## config.mk

```make
export PLATFORM = sky130hd
export DESIGN_NAME = coletor_medidas
export DESIGN_NICKNAME = d
export VERILOG_FILES = /design/src/rtl/coletor_medidas.sv
export SDC_FILE = /design/constraint.sdc
export NUM_CORES = 1
export LEC_CHECK = 0
export CAP_MARGIN = 20
export CORE_AREA = 2 2 68 87
export DETAILED_ROUTE_END_ITERATION = 10
export DIE_AREA = 0 0 70 89
export MAX_ROUTING_LAYER = met4
export PLACE_DENSITY = 0.86
export SYNTH_ARGS = -nofsm -noshare
export SYNTH_HDL_FRONTEND = slang
export SYNTH_SLANG_ARGS = --single-unit
```

## constraint.sdc

```tcl
create_clock -name clock -period 2.1 [get_ports clock]
set_input_delay 0.63 -clock clock [delete_from_list [all_inputs] [get_ports clock]]
set_output_delay 0.63 -clock clock [all_outputs]
set_load 0.02 [all_outputs]
```

## src/rtl/coletor_medidas.sv

```systemverilog
// coletor_medidas: triggers three sensor samples, hands them to a classifier and retries on reject.
// Optional sensor timeout in ESPERA is built only when COLETOR_TIMEOUT_EN is defined.
module coletor_medidas #(
    parameter int INTERVALO      = 1000,
    parameter int MAX_TENTATIVAS = 3,
    parameter int TIMEOUT        = 50000
) (
    input  logic        clock,
    input  logic        zera,
    input  logic        coletar,
    output logic        medir,
    input  logic        sensor_pronto,
    input  logic [11:0] sensor_dado,
    output logic [11:0] medida1,
    output logic [11:0] medida2,
    output logic [11:0] medida3,
    output logic        iniciar,
    input  logic        fim_classificacao,
    input  logic        descartar_medida,
    output logic        ocupado,
    output logic        concluido,
    output logic        falha,
    output logic        erro_sensor,
    output logic [1:0]  tentativa
);
`ifdef COLETOR_TIMEOUT_EN
    localparam int LIM = INTERVALO > TIMEOUT ? INTERVALO : TIMEOUT;
`else
    localparam int LIM = INTERVALO;
`endif
    localparam int CW = $clog2(LIM + 4);
    typedef enum logic [2:0] {OCIOSO, DISPARA, ESPERA, PAUSA, INICIA, AGUARDA} estado_t;
    estado_t estado, proximo;
    logic [CW-1:0] cnt;
    logic [1:0]    idx;
    logic          inicio, captura, sai, esgotou, conta;
    assign inicio  = estado == OCIOSO && coletar;
    assign captura = estado == ESPERA && sensor_pronto;
    // cnt saturates at 2 in AGUARDA so a late fim_classificacao still exits
    assign sai     = estado == AGUARDA && cnt >= CW'(2) && fim_classificacao;
    assign esgotou = tentativa >= 2'(MAX_TENTATIVAS);
    assign medir   = estado == DISPARA;
    assign iniciar = estado == INICIA;
    assign ocupado = estado != OCIOSO;
`ifdef COLETOR_TIMEOUT_EN
    logic estouro;
    assign estouro = estado == ESPERA && !sensor_pronto && cnt == CW'(TIMEOUT - 1);
    assign conta   = estado == PAUSA || estado == ESPERA || (estado == AGUARDA && cnt < CW'(2));
    always_ff @(posedge clock or posedge zera) begin
        if (zera) erro_sensor <= 1'b0;
        else if (inicio) erro_sensor <= 1'b0;
        else if (estouro) erro_sensor <= 1'b1;
    end
`else
    assign conta       = estado == PAUSA || (estado == AGUARDA && cnt < CW'(2));
    assign erro_sensor = 1'b0;
`endif
    always_comb begin
        proximo = estado;
        case (estado)
            OCIOSO:  proximo = coletar ? DISPARA : OCIOSO;
            DISPARA: proximo = ESPERA;
            ESPERA: begin
                if (captura) proximo = idx == 2'd2 ? INICIA : PAUSA;
`ifdef COLETOR_TIMEOUT_EN
                else if (estouro) proximo = OCIOSO;
`endif
            end
            PAUSA:   proximo = cnt == CW'(INTERVALO - 1) ? DISPARA : PAUSA;
            INICIA:  proximo = AGUARDA;
            AGUARDA: proximo = !sai ? AGUARDA : (descartar_medida && !esgotou) ? PAUSA : OCIOSO;
            default: proximo = OCIOSO;
        endcase
    end
    always_ff @(posedge clock or posedge zera) begin
        if (zera) begin
            estado <= OCIOSO;
            cnt    <= '0;
        end else begin
            estado <= proximo;
            cnt    <= proximo != estado ? '0 : conta ? cnt + CW'(1) : cnt;
        end
    end
    always_ff @(posedge clock or posedge zera) begin
        if (zera) begin
            idx       <= '0;
            tentativa <= '0;
            falha     <= 1'b0;
            concluido <= 1'b0;
            medida1   <= '0;
            medida2   <= '0;
            medida3   <= '0;
        end else begin
            concluido <= sai && !descartar_medida;
            if (inicio) begin
                idx       <= '0;
                tentativa <= 2'd1;
                falha     <= 1'b0;
            end
            if (captura) begin
                idx     <= idx + 2'd1;
                medida1 <= idx == 2'd0 ? sensor_dado : medida1;
                medida2 <= idx == 2'd1 ? sensor_dado : medida2;
                medida3 <= idx == 2'd2 ? sensor_dado : medida3;
            end
            if (sai && descartar_medida) begin
                if (esgotou) falha <= 1'b1;
                else begin
                    tentativa <= tentativa + 2'd1;
                    idx       <= '0;
                end
            end
        end
    end
endmodule

```

==> results, run 1 <==
- The largest family of logic cells by synthesized area is multiplexers.
- The initialized floorplan defines 30 standard-cell rows.
- Of the total synthesized cell area, the portion taken by full adders, half adders and majority gates is 0.0332.
- Relative to the synthesized area, the layout overhead comes to 37.3%.
- The worst setup path is captured at a flop.
- Clock tree synthesis found a total of 55 sinks.
- The critical path in this run is classified as flop to flop.
- For this configuration, the core starts out at a cell density of 0.495.
- The number of antenna violations at the first check in global routing is 0.
- Along the worst path, the maximum fanout reaches 5.
- The number of max-slew violations in the final report is 0.
- The die extent in x is approximately 70 um.
- The data arrival time of the worst path is approximately 2200 ps.
- In this run the clock root is driven by a clkbuf_8.
- After clock tree synthesis, the clock-pin slew on the worst setup and hold paths is 100 ps.
- The power density over cell area is 1430 nW/um2.
- The top cell types in the final layout, fill and taps aside, are clkdlybuf4s50_1, dfrtp_1, mux2_2.
- The pin count of the biggest net entering global routing is 56.
- The final cell count without fillers is approximately 370.
- The TritonCTS clock tree is yes.
- The number of flops mapped to enable cells by yosys is 0.
- The worst hold path begins at falha.
- The data required time at the worst endpoint is between 2000 and 2500 ps.
- The run finished with clean final reports.
- The number of buffer and inverter stages on the critical path is 2.
- The total global routing track utilization is 0.207.
- The clock latency reported for the late side of the worst-skew pair is about 300 ps.
- The number of hold violations in the final report is 0.
- The max capacitance violation total is 0.
- The detailed-route via count is ~2,000.
- In this run the register-to-register setup slack is roughly 43 ps.
- The post-cts hold buffer count is 0.
- The floorplan step defined a die boundary enclosing between 6000 and 7000 um2.
- The H-tree depth reported by CTS is 2.
- The HPWL after detailed placement is about 4200 um.
- The nature of the critical path startpoint is a flop.
- For this run, the detailed router's first-pass iteration total came to 4.
- Dividing the detail-routed via count by the number of cells gives about 5.4.
- The simple-gate portion of the synthesized area is 0.151.
- Across all hold checks on the routed design, the worst slack comes to roughly 500 ps.
- 62 I/O pins were placed.
- The maximum resistive drop on vdd is 1000 uV.
- The number of unique standard cell types used by synthesis is 42.
- The number of buffers between clock root and the deepest sink is 2.
- The layout net count is roughly 330.
- The chip height is 89 um.
- On the critical path the largest part of the delay comes from compound AO/OA/AOI/OAI gates.
- Of all flip-flops after synthesis, the portion carrying an async set or reset was 1.00.
- Synthesis produced a netlist whose cell count is ~220.
- The most common library cell in the layout ignoring fill and taps is clkdlybuf4s50_1.
- The total wire length is roughly 6000 um.
- In this run the static leakage power is approximately 1.6 nW.
- Setup violations remaining at the end of the flow were counted as 0.
- The region available for standard cell placement spans 5330 um2.
- The critical path startpoint is idx[0].
- The pin slew with the least headroom to its limit is between 500 and 600 ps.
- Each instance of the synthesized netlist takes up on average 11.9 um2.
- The count of placed standard cells including taps is about 360.
- For this run, the register share of the synthesized area comes to 0.521.
- The end point of the most critical hold path is falha.
- The number of nets handed over by synthesis was approximately 250.
- For this run, the top clock speed supported by timing is 0.486 GHz.
- Counting the buffers created by CTS gives 5.
- The number of DRC markers after the initial detailed-route iteration is ~170.
- After detailed routing, the average wire length per cell comes to roughly 16 um.
- The class of the tightest hold or removal check is flop to flop.
- The final period utilization is 0.979.
- The wire length of the first global-routing pass is around 10000 um.
- The post-layout minimum cycle time is approximately 2100 ps.
- During synthesis, Yosys emitted a total of 0 warnings.
- The number of synthesized register bits is 55.
- The number of global-route vias before repair is around 2,200.
- The share of the synthesized area in compound gates (AO/OA/AOI/OAI) is 0.0630.
- The number of input and output port buffers inserted is 60.
- The multiplexer share of the synthesized area is 0.161.
- Of the total synthesized cell area, the portion taken by XOR and XNOR cells is 0.0299.
- The number of nets still failing antenna checks after routing is 0.
- The final worst clock skew is approximately 6.3 ps.
- The slowest cell on the critical path is dfrtp_1.
- In the synthesized netlist the dominant register cell turns out to be dfrtp_1.
- Routability-driven placement finished with a final weighted congestion of between 0.8 and 0.9.
- The instance count along the most critical hold path is 1.
- The largest single stage delay on the critical path is a little under 400 ps.
- The number of cell instances on the worst register-to-register path is 7.
- In the final layout, the share of cells above drive strength 1 is 0.252.
- After global routing the overflow that remains totals 0.
- In this run the cell area of the synthesized design comes to 2640 um2.
- The relative slew slack is 0.664.
- Walking the worst path, the cells encountered are inv_1 -> ha_1 -> or3b_4 -> a221oi_2 -> o311a_1 -> clkbuf_16 -> nor3_1.
- In the routed design, unresolved DRC markers number 0.
- The number of antenna diodes in the final layout is 0.
- The origin of the critical flop-to-flop path is idx[0].
- The endpoint of the most critical register-to-register path is cnt[7].
[flip-flops by register name, indices dropped and copies added (netlist names)]
name,count
tentativa,2
medida2,12
idx,2
estado,3
medida1,12
medida3,12
falha,1
concluido,1
cnt,10
[cells by family after synthesis]
logic type      after synthesis
flops                        55
buf+inv                      21
mux                          38
other cells                   1
xor+xnor                      9
simple gates                 70
compound gates               21
fa+ha+maj                     7
[cell usage after synthesis, types with 3 or more instances]
| master | count | share of area |
|---|---|---|
| a21oi_1 | 3 | 0.0057 |
| buf_2 | 7 | 0.013 |
| dfrtp_1 | 55 | 0.52 |
| ha_1 | 7 | 0.033 |
| inv_1 | 11 | 0.016 |
| mux2_2 | 36 | 0.15 |
| nand2_1 | 19 | 0.027 |
| nand3_1 | 5 | 0.0095 |
| nand4b_1 | 3 | 0.010 |
| nor2_1 | 4 | 0.0057 |
| nor2b_1 | 4 | 0.0095 |
| nor3_1 | 12 | 0.023 |
| nor4_1 | 5 | 0.012 |
| o21ai_0 | 6 | 0.011 |
| xnor2_1 | 8 | 0.027 |
[worst max-delay path by stage]
stage                     endpoint  slack (ps)  depth (start not counted)
after CTS                   cnt[3]           4                          6
after floorplan             cnt[0]         130                          1
final                       cnt[7]          40                          7
after global placement      cnt[7]        -310                          6
after global routing        cnt[7]         -20                          7
after detailed placement    cnt[3]        -330                          6
[area by class of cell]
cell class              instances  area, um2
flip-flops and latches         55       1380
fillers                       406       1710
well taps                      64       80.1
clock buffers                   6       82.6
inverters                      11       41.3
repair buffers                 81        825
clock inverters                 2       38.8
multi-input cells             146       1180
[worst register-to-register path, stage by stage (launching register included)]
cell and delay (ps):
dfrtp_1 390, inv_1 90, ha_1 240, or3b_4 380
a221oi_2 270, o311a_1 330, clkbuf_16 190, nor3_1 50
[stage by stage]
stage / area (um2) / setup TNS, ps / setup WS (ps) / power, W / utilization
floorplan: 2640 / 0 / 127 / 0.00317 / -
global placement: 3460 / -4930 / -313 / 0.00429 / 0.649
detailed placement: 3460 / -6010 / -330 / 0.00438 / 0.649
CTS: 3580 / 0 / 3.82 / 0.00513 / 0.671
global route: 3620 / -64.1 / -16.8 / 0.00549 / 0.680
finish: 3620 / 0 / 43.2 / 0.00519 / 0.680
[per-layer routing]
metal | global-route usage | routed length (um) | up-vias
met5 | - | 0 | -
met4 | 0.0455 | 19 | 0
met3 | 0.0552 | 338 | 2
met2 | 0.363 | 3200 | 50
met1 | 0.241 | 2400 | 997
li1 | - | - | 940
[where the power goes]
part | leakage, nW | switching [W] | internal (W)
Combinational | 0.808 | 0.00130 | 0.00143
Clock | 0.0618 | 0.000340 | 0.000392
Sequential | 0.695 | 0.000263 | 0.00147
Total | 1.56 | 0.00190 | 0.00329
[what timing repair did]
item	CTS	global route
buffers inserted	0	0
resized for setup	3	5
setup endpoints to repair	3	12
pin swaps	0	2
gates cloned	0	1
Power figures use the tool's default switching activity.
==> inputs of run 2 (changes only) <==
--- a/config.mk
+++ b/config.mk
@@ -11,6 +11,8 @@
 export DIE_AREA = 0 0 70 89
 export MAX_ROUTING_LAYER = met4
 export PLACE_DENSITY = 0.86
+export SKIP_LAST_GASP = 1
+export SLEW_MARGIN = 10
 export SYNTH_ARGS = -nofsm -noshare
 export SYNTH_HDL_FRONTEND = slang
 export SYNTH_SLANG_ARGS = --single-unit
==> results of run 2 <==
Same layout as run 1: the final DEF is identical, and so are final timing and power.
